===== config.mk =====
export PLATFORM = sky130hd
export DESIGN_NAME = pid_update_scheduler
export DESIGN_NICKNAME = d
export VERILOG_FILES = /design/src/rtl/pid_update_scheduler.sv
export SDC_FILE = /design/constraint.sdc
export NUM_CORES = 1
export LEC_CHECK = 0
export ABC_AREA = 1
export CORE_UTILIZATION = 55
export CTS_CLUSTER_DIAMETER = 120
export CTS_CLUSTER_SIZE = 16
export DETAILED_ROUTE_END_ITERATION = 8
export GPL_TIMING_DRIVEN = 0
export PLACE_DENSITY = 0.85
export SYNTH_ARGS = -nofsm -noshare
export SYNTH_HDL_FRONTEND = slang
export SYNTH_SLANG_ARGS = --single-unit
export TNS_END_PERCENT = 10

===== constraint.sdc =====
create_clock -name clock_i -period 14 [get_ports clock_i]
set_input_delay 4.2 -clock clock_i [delete_from_list [all_inputs] [get_ports clock_i]]
set_output_delay 4.2 -clock clock_i [all_outputs]
set_load 0.02 [all_outputs]

===== src/rtl/pid_update_scheduler.sv =====
// Round-robin grant of one shared PID datapath across motor channels, with a
// start/done handshake, a WAIT timeout watchdog and sticky error/overrun status.
module pid_update_scheduler #(
    parameter int NUMBER_OF_MOTORS = 8,
    parameter int CHANNEL_WIDTH    = 3,
    parameter int TIMEOUT_CYCLES   = 1000
) (
    input  logic                        clock_i,
    input  logic                        reset_n_i,
    input  logic [NUMBER_OF_MOTORS-1:0] update_request_i,
    input  logic [NUMBER_OF_MOTORS-1:0] enable_mask_i,
    input  logic                        hold_i,
    input  logic                        flush_i,
    input  logic                        clear_errors_i,
    input  logic                        done_i,
    output logic                        start_o,
    output logic [CHANNEL_WIDTH-1:0]    channel_o,
    output logic                        busy_o,
    output logic [NUMBER_OF_MOTORS-1:0] pending_o,
    output logic                        timeout_error_o,
    output logic [CHANNEL_WIDTH-1:0]    timeout_channel_o,
    output logic [15:0]                 overrun_count_o
);

    typedef enum logic [1:0] {IDLE, START, WAIT} state_t;

    localparam logic [15:0]              WAIT_LAST = 16'(TIMEOUT_CYCLES - 1);
    localparam logic [CHANNEL_WIDTH-1:0] LAST_CH   = CHANNEL_WIDTH'(NUMBER_OF_MOTORS - 1);

    state_t                      state_q;
    logic                        start_q;
    logic                        busy_q;
    logic [CHANNEL_WIDTH-1:0]    channel_q;
    logic [CHANNEL_WIDTH-1:0]    last_channel_q;
    logic [NUMBER_OF_MOTORS-1:0] pending_q, pending_d;
    logic                        timeout_error_q;
    logic [CHANNEL_WIDTH-1:0]    timeout_channel_q;
    logic [15:0]                 overrun_count_q, overrun_count_d;
    logic [15:0]                 wait_cnt_q;

    logic [NUMBER_OF_MOTORS-1:0] eligible;
    logic [NUMBER_OF_MOTORS-1:0] grant_vec;
    logic [CHANNEL_WIDTH-1:0]    sel;
    logic                        sel_vld;
    logic                        grant;
    logic [16:0]                 ovr_hits;
    logic [16:0]                 ovr_sum;

    function automatic logic [CHANNEL_WIDTH-1:0] rr_idx(input logic [CHANNEL_WIDTH-1:0] base,
                                                        input int offs);
        int v;
        v = int'(base) + offs;
        if (v >= NUMBER_OF_MOTORS) v = v - NUMBER_OF_MOTORS;
        return CHANNEL_WIDTH'(v);
    endfunction

    assign eligible = pending_q & enable_mask_i;

    // Scan offsets from farthest to nearest so the nearest eligible index after last_channel wins.
    always_comb begin
        sel     = '0;
        sel_vld = 1'b0;
        for (int i = NUMBER_OF_MOTORS; i >= 1; i--) begin
            if (eligible[rr_idx(last_channel_q, i)]) begin
                sel     = rr_idx(last_channel_q, i);
                sel_vld = 1'b1;
            end
        end
    end

    assign grant = (state_q == IDLE) && !hold_i && sel_vld;

    always_comb begin
        grant_vec = '0;
        if (grant) grant_vec[sel] = 1'b1;
    end

    // A request re-arms its bit even while the grant clears it; only that case is not an overrun.
    always_comb begin
        pending_d = pending_q;
        ovr_hits  = '0;
        for (int b = 0; b < NUMBER_OF_MOTORS; b++) begin
            if (flush_i) begin
                pending_d[b] = 1'b0;
            end else if (update_request_i[b]) begin
                pending_d[b] = 1'b1;
                if (pending_q[b] && !grant_vec[b]) ovr_hits = ovr_hits + 17'd1;
            end else if (grant_vec[b]) begin
                pending_d[b] = 1'b0;
            end
        end
    end

    assign ovr_sum = {1'b0, overrun_count_q} + ovr_hits;

    always_comb begin
        overrun_count_d = (ovr_sum > 17'h0FFFF) ? 16'hFFFF : ovr_sum[15:0];
        if (clear_errors_i) overrun_count_d = '0;
    end

    always_ff @(posedge clock_i or negedge reset_n_i) begin
        if (!reset_n_i) begin
            state_q           <= IDLE;
            start_q           <= 1'b0;
            busy_q            <= 1'b0;
            channel_q         <= '0;
            last_channel_q    <= LAST_CH;
            pending_q         <= '0;
            timeout_error_q   <= 1'b0;
            timeout_channel_q <= '0;
            overrun_count_q   <= '0;
            wait_cnt_q        <= '0;
        end else begin
            pending_q       <= pending_d;
            overrun_count_q <= overrun_count_d;
            start_q         <= 1'b0;
            if (clear_errors_i) begin
                timeout_error_q   <= 1'b0;
                timeout_channel_q <= '0;
            end
            case (state_q)
                IDLE: begin
                    if (grant) begin
                        state_q        <= START;
                        start_q        <= 1'b1;
                        busy_q         <= 1'b1;
                        channel_q      <= sel;
                        last_channel_q <= sel;
                    end
                end
                START: begin
                    state_q    <= WAIT;
                    wait_cnt_q <= '0;
                end
                WAIT: begin
                    if (done_i) begin
                        state_q <= IDLE;
                        busy_q  <= 1'b0;
                    end else if (wait_cnt_q == WAIT_LAST) begin
                        // Abort assignments follow the clear above, so a same-cycle abort stays sticky.
                        state_q           <= IDLE;
                        busy_q            <= 1'b0;
                        timeout_error_q   <= 1'b1;
                        timeout_channel_q <= channel_q;
                    end else begin
                        wait_cnt_q <= wait_cnt_q + 16'd1;
                    end
                end
                default: begin
                    state_q <= IDLE;
                    busy_q  <= 1'b0;
                end
            endcase
        end
    end

    assign start_o           = start_q;
    assign channel_o         = channel_q;
    assign busy_o            = busy_q;
    assign pending_o         = pending_q;
    assign timeout_error_o   = timeout_error_q;
    assign timeout_channel_o = timeout_channel_q;
    assign overrun_count_o   = overrun_count_q;

endmodule


# Yosys cells after proc, flatten, opt, wreduce, memory -nomap -nowiden
# Index checks and enable logic that the tools add are counted.
[word_totals]
input_bits = 22
regBits = 54
[classes]
add_sub_neg = 25
n_reduce_logical = 34
n_bitwise = 2
order_cmp = 19
n_eq_ne = 7
muxes = 114
[ops]
columns = ["op", "n"]
rows = [
  ["$mux W17", 21],
  ["$add A17 B1 Y17 const B", 7],
  ["$mux W16", 4],
  ["$mux W3", 20],
  ["$mux W1", 53],
  ["$lt A3 B4 Y1 const B", 9],
  ["$pmux W16 S2", 1],
  ["$ge A4 B4 Y1 const B", 7],
  ["$bmux W1 S3", 8],
  ["$reduce_bool A3 Y1", 8],
  ["$sub A3 B1 Y3 const B", 8],
  ["$add A16 B17 Y17", 1],
  ["$gt A17 B16 Y1 const B", 1],
  ["$add A16 B1 Y16 const B", 1],
  ["$add A3 B3 Y4 const B", 4],
  ["$eq A16 B10 Y1 const B", 1],
  ["$logic_and A1 B1 Y1", 11],
  ["$logic_not A1 Y1", 9],
  ["$add A3 B2 Y4 const B", 2],
  ["$and A8 B8 Y8", 1],
  ["$mux W8", 1],
  ["$mux W2", 3],
  ["$ne A2 B2 Y1 const B", 3],
  ["$pmux W2 S3", 1],
  ["14 further kinds", 16],
]

# Logic depth before layout (Yosys ltp)
[logic_depth]
depth_word = 55
ltp_mapped = 64
depth_no_buf = 62

# Least setup slack after synthesis
# No wires, ideal clock.
[synth_path]
path_kind = "input to register"
start = "in enable_mask_i[0]"
end = "reg overrun_count_q[13] (netlist: overrun_count_o[13])"
path_slack_ps = 2862
arrival_time_ps = 11056
path_buffers = 1
t_required_ps = 13918
stages = 56
path_cell_list = "nand3_1 nand3_1 nand3_2 nand2_2 a21oi_1 nand2_1 nand2_1 nand2_1 nand2_1 nand2_1 nand2_2 nand2_4 nor2_2 nand2_1 nand2_1 nor2_1 ha_1 nand3_1 [20 not listed] a21oi_4 ha_1 o21ai_0 nor2_1 inv_1 fa_1 o21ai_0 a21oi_1 o21bai_1 nand2_1 nand2_1 a21oi_1 inv_1 nand2_1 inv_1 nand2_1 clkbuf_1 a31oi_1"
[synth_between]
elab_chain_cells = 53
elab_cells_between_ends = 91
cone_classes = "8 x add/sub; 3 x order compare; 61 x mux; 1 x bitwise; 18 x reduce/logical"
[synth_lines]
columns = ["item", "line", "rtl"]
rows = [
  ["start: declaration", "11", "input logic [NUMBER_OF_MOTORS-1:0] enable_mask_i,"],
  ["$and A8 B8 Y8 *", "57", "assign eligible = pending_q & enable_mask_i;"],
  ["$bmux W1 S3", "64", "if (eligible[rr_idx(last_channel_q, i)]) begin"],
  ["$mux W1 (implied by the code)", "64", ""],
  ["$mux W3 (8 in a row)", "64", ""],
  ["$lt A3 B4 Y1 (implied by the code) / $ge A3 B1 Y1 (equally long branches)", "75", "if (grant) grant_vec[sel] = 1'b1;"],
  ["$logic_and A1 B1 Y1 (implied by the code)", "75", ""],
  ["$mux W1 (implied by the code)", "75", ""],
  ["$demux W1 S3", "75", ""],
  ["[31 not listed]", "-", ""],
  ["$mux W17", "87", "if (pending_q[b] && !grant_vec[b]) ovr_hits = ovr_hits + 17'd1;"],
  ["$mux W17", "85", "end else if (update_request_i[b]) begin"],
  ["$mux W17 *", "83", "if (flush_i) begin"],
  ["$add A16 B17 Y17 *", "94", "assign ovr_sum = {1'b0, overrun_count_q} + ovr_hits;"],
  ["$gt A17 B16 Y1", "97", "overrun_count_d = (ovr_sum > 17'h0FFFF) ? 16'hFFFF : ovr_sum[15:0];"],
  ["$mux W16 *", "97", ""],
  ["$mux W16 *", "98", "if (clear_errors_i) overrun_count_d = '0;"],
  ["via overrun_count_d[13]", "38", "logic [15:0] overrun_count_q, overrun_count_d;"],
  ["end signal: assignment", "115", "overrun_count_q <= overrun_count_d;"],
  ["end: declaration", "38", ""],
]
# The timed path passes the listed nets; every way through them passes the cells marked *. The select of a mux whose other input is x is not followed.
# A chain may end at the register's enable or synchronous reset.

# Worst setup path in the final report
[layout_path]
start = "in enable_mask_i[1]"
end = "reg overrun_count_q[13] (netlist: overrun_count_o[13])"
# Same word-level chain as after synthesis.

==> flow_summary.yaml <==
finish:
  final_nets: 688
  n_fill_cell: 611
  final_common_cell: "nand2_1"
  final_cell_mix: "nand2_1, inv_1, nand3_1"
  num_antenna_cells: 0
  layout-drive-gt1-share_pct: 13.9
  syn2layout_area_growth_pct: 18.8
clocking:
  post_cts_buffers: 0
  cts_tree: "done"
  cts_root_buf: "clkbuf_8"
  ctsResizeCount: 0
  clk_latency_ns: 0.31
  clk_path_buf_depth: 2
  h-tree-depth: 2
  cts_sinks: 54
  clk_pin_slew_ns: 0.10
  holdBufCountCts: 0
  numCtsBuffers: 5
timing:
  drv_slew: 0
  setup-tns-final_ns: 0
  hold_viol_final: 0
  holdWs_ns: 0.490
  rsz0062_at_grt: "no"
  fin_crit_sh_pct: 86.9
  skew_ns: 0.00667
  worstMarginPinSlew_ns: 0.555
  fin_crit_ns: 12.17
  max_freq_ghz: 0.0822
  slew_headroom_pct: 63.0
  setup_viol: 0
detailed_routing:
  ant_nets: 0
  wl_per_cell_um: 13.1
  via_per_inst: 5.34
  dr_total_vias: 3987
  wl_um: 9760
  drt_iter0_markers: 157
  first_pass_iters: 4
  drc: 0
die:
  ios: 55
  core-area_um2: 7330
  dieArea_um2: 8030
  row_count: 31
  die_w_um: 89.6
  start_util_pct: 57.6
  fp.dieH_um: 89.6
yosys:
  ys_seq_area_share_pct: 32.1
  synth-seq-cells: 54
  synthCells: 584
  synth_edf_count: 0
  ys_warn_count: 0
  synth_ff_type: "dfrtp_1"
  synthesis.area_um2: 4220
  synthArstFlopShare_pct: 100
  syn_avg_cell_area_um2: 7.23
  ys_types: 45
setup_path:
  cp-start-kind: "input pin"
  required_ns: 14.18
  cpMostUsedCell: "nand2_1"
  path_class: "input pin to flop"
  endpoint_kind: "flop"
  worstPathMaxFanout: 10
  r2r-start: "last_channel_q[0]"
  cp_slowest_cell: "clkdlybuf4s50_1"
  cp-startpoint: "enable_mask_i[1]"
  cp_num_buf_inv: 10
  critical-path-top-delay-family: "simple AND/OR/NAND/NOR gates"
  worstPathArrival_ns: 12.36
  max_stage_delay_ns: 0.50
hold_path:
  min_from: "timeout_error_o"
  min_path_type: "flop to flop"
placement:
  dp_hpwl_um: 7840
  place_congestion: 0.907
  numPortBuffers: 54
global_route:
  grt_pass1_wl_um: 16400
  grtUsageTotal_pct: 26.1
  antenna_found_initial: 0
  grt-ovfl-total: 0
  grt_max_degree: 42
  grt_pass1_vias: 3879
pwr:
  power_density_nw_per_um2: 181
  peakVddDrop_uv: 103
  p_leak_nw: 2.49
job:
  cap_violations: 0
run_status:
  status: "complete, no violations"
-- worst reg2reg max path: cells and delay by family, from the launching register on --
kind,cells,cell delay (ns)
compound gates,11,1.80
buf+inv,14,1.45
simple gates,21,2.55
flops,1,0.55
fa+ha+maj,9,2.62
-- report_power, final --
part           switching, W  total (W)  internal [W]
clock network     0.0000536   0.000107     0.0000537
logic              0.000392   0.000602      0.000210
registers         0.0000181   0.000201      0.000183
total              0.000463   0.000910      0.000447
-- cell usage after synthesis (all sizes together) (3+ instances only) --
master | count | share of area [%]
nand3 | 83 | 13
and3 | 3 | 0.44
dfrtp | 51 | 30
ha | 18 | 5.3
clkbuf | 3 | 0.27
nand4 | 10 | 1.6
nand2 | 132 | 13
inv | 97 | 8.7
a21oi | 44 | 5.7
nor2 | 55 | 5.5
nor3 | 12 | 1.5
xnor2 | 7 | 2.0
o21ai | 31 | 3.7
a31oi | 3 | 0.44
xor2 | 10 | 2.1
o21a | 3 | 0.53
buf | 5 | 1.2
dfstp | 3 | 1.9
-- final cells by class --
cell class                      count  area (µm²)  area share (%)
Multi-Input combinational cell    424        2430            48.5
Sequential cell                    54        1360            27.0
Timing Repair Buffer               55         556            11.1
Inverter                           99         377            7.51
Tap cell                           99         124            2.47
Clock buffer                        5        68.8            1.37
Buffer                              8        62.6            1.25
Clock inverter                      3        43.8           0.873
-- layer usage --
layer  wire length [µm]  share of wire (%)  track usage [%]  vias to the layer above
met3                435                4.5             5.12                       10
met5                  0                  0                0                        -
met2               4940                 51             48.9                       82
met1               4300                 44             30.5                     1870
met4                 88               0.90             6.49                        0
li1                   -                  -                -                     2025
-- path summary, 6_finish.rpt --
kind                                       endpoint  slack, ns  depth (start not counted)
worst min register to register      timeout_error_o       0.49                          2
worst max-delay path            overrun_count_o[13]       1.83                         58
max in group asynchronous         last_channel_q[0]       9.63                          2
min in group asynchronous       overrun_count_o[12]       3.78                          1
worst max register to register  overrun_count_o[13]       4.92                         55
worst min-delay path                timeout_error_o       0.49                          2
-- metrics by stage --
stage	cells	total power [W]	cell area, µm²	utilization [%]	setup slack (ns)
floorplan	585	0.000673	4230	-	2.86
global route	747	0.000987	5020	68.4	0.996
global placement	738	0.000785	4890	66.7	1.75
finish	747	0.000910	5020	68.4	1.83
CTS	747	0.000912	5020	68.4	1.80
detailed placement	739	0.000802	4900	66.9	1.51
-- cell families after synthesis --
| logic type | Yosys count | synth area share [%] |
|---|---|---|
| other cells | 1 | 0.0888 |
| flops | 54 | 32.1 |
| fa+ha+maj | 19 | 5.81 |
| buf+inv | 107 | 10.4 |
| compound gates | 87 | 11.8 |
| xor+xnor | 17 | 4.06 |
| simple gates | 299 | 35.8 |
-- flip-flops by register name (all words and copies together), names as in the netlist --
| signal | cells |
|---|---|
| start_o | 1 |
| pending_o | 8 |
| timeout_channel_o | 3 |
| busy_o | 1 |
| channel_o | 3 |
| timeout_error_o | 1 |
| overrun_count_o | 16 |
| state_q | 2 |
| last_channel_q | 3 |
| wait_cnt_q | 16 |
Note: power is estimated with default switching activity, not from simulation.
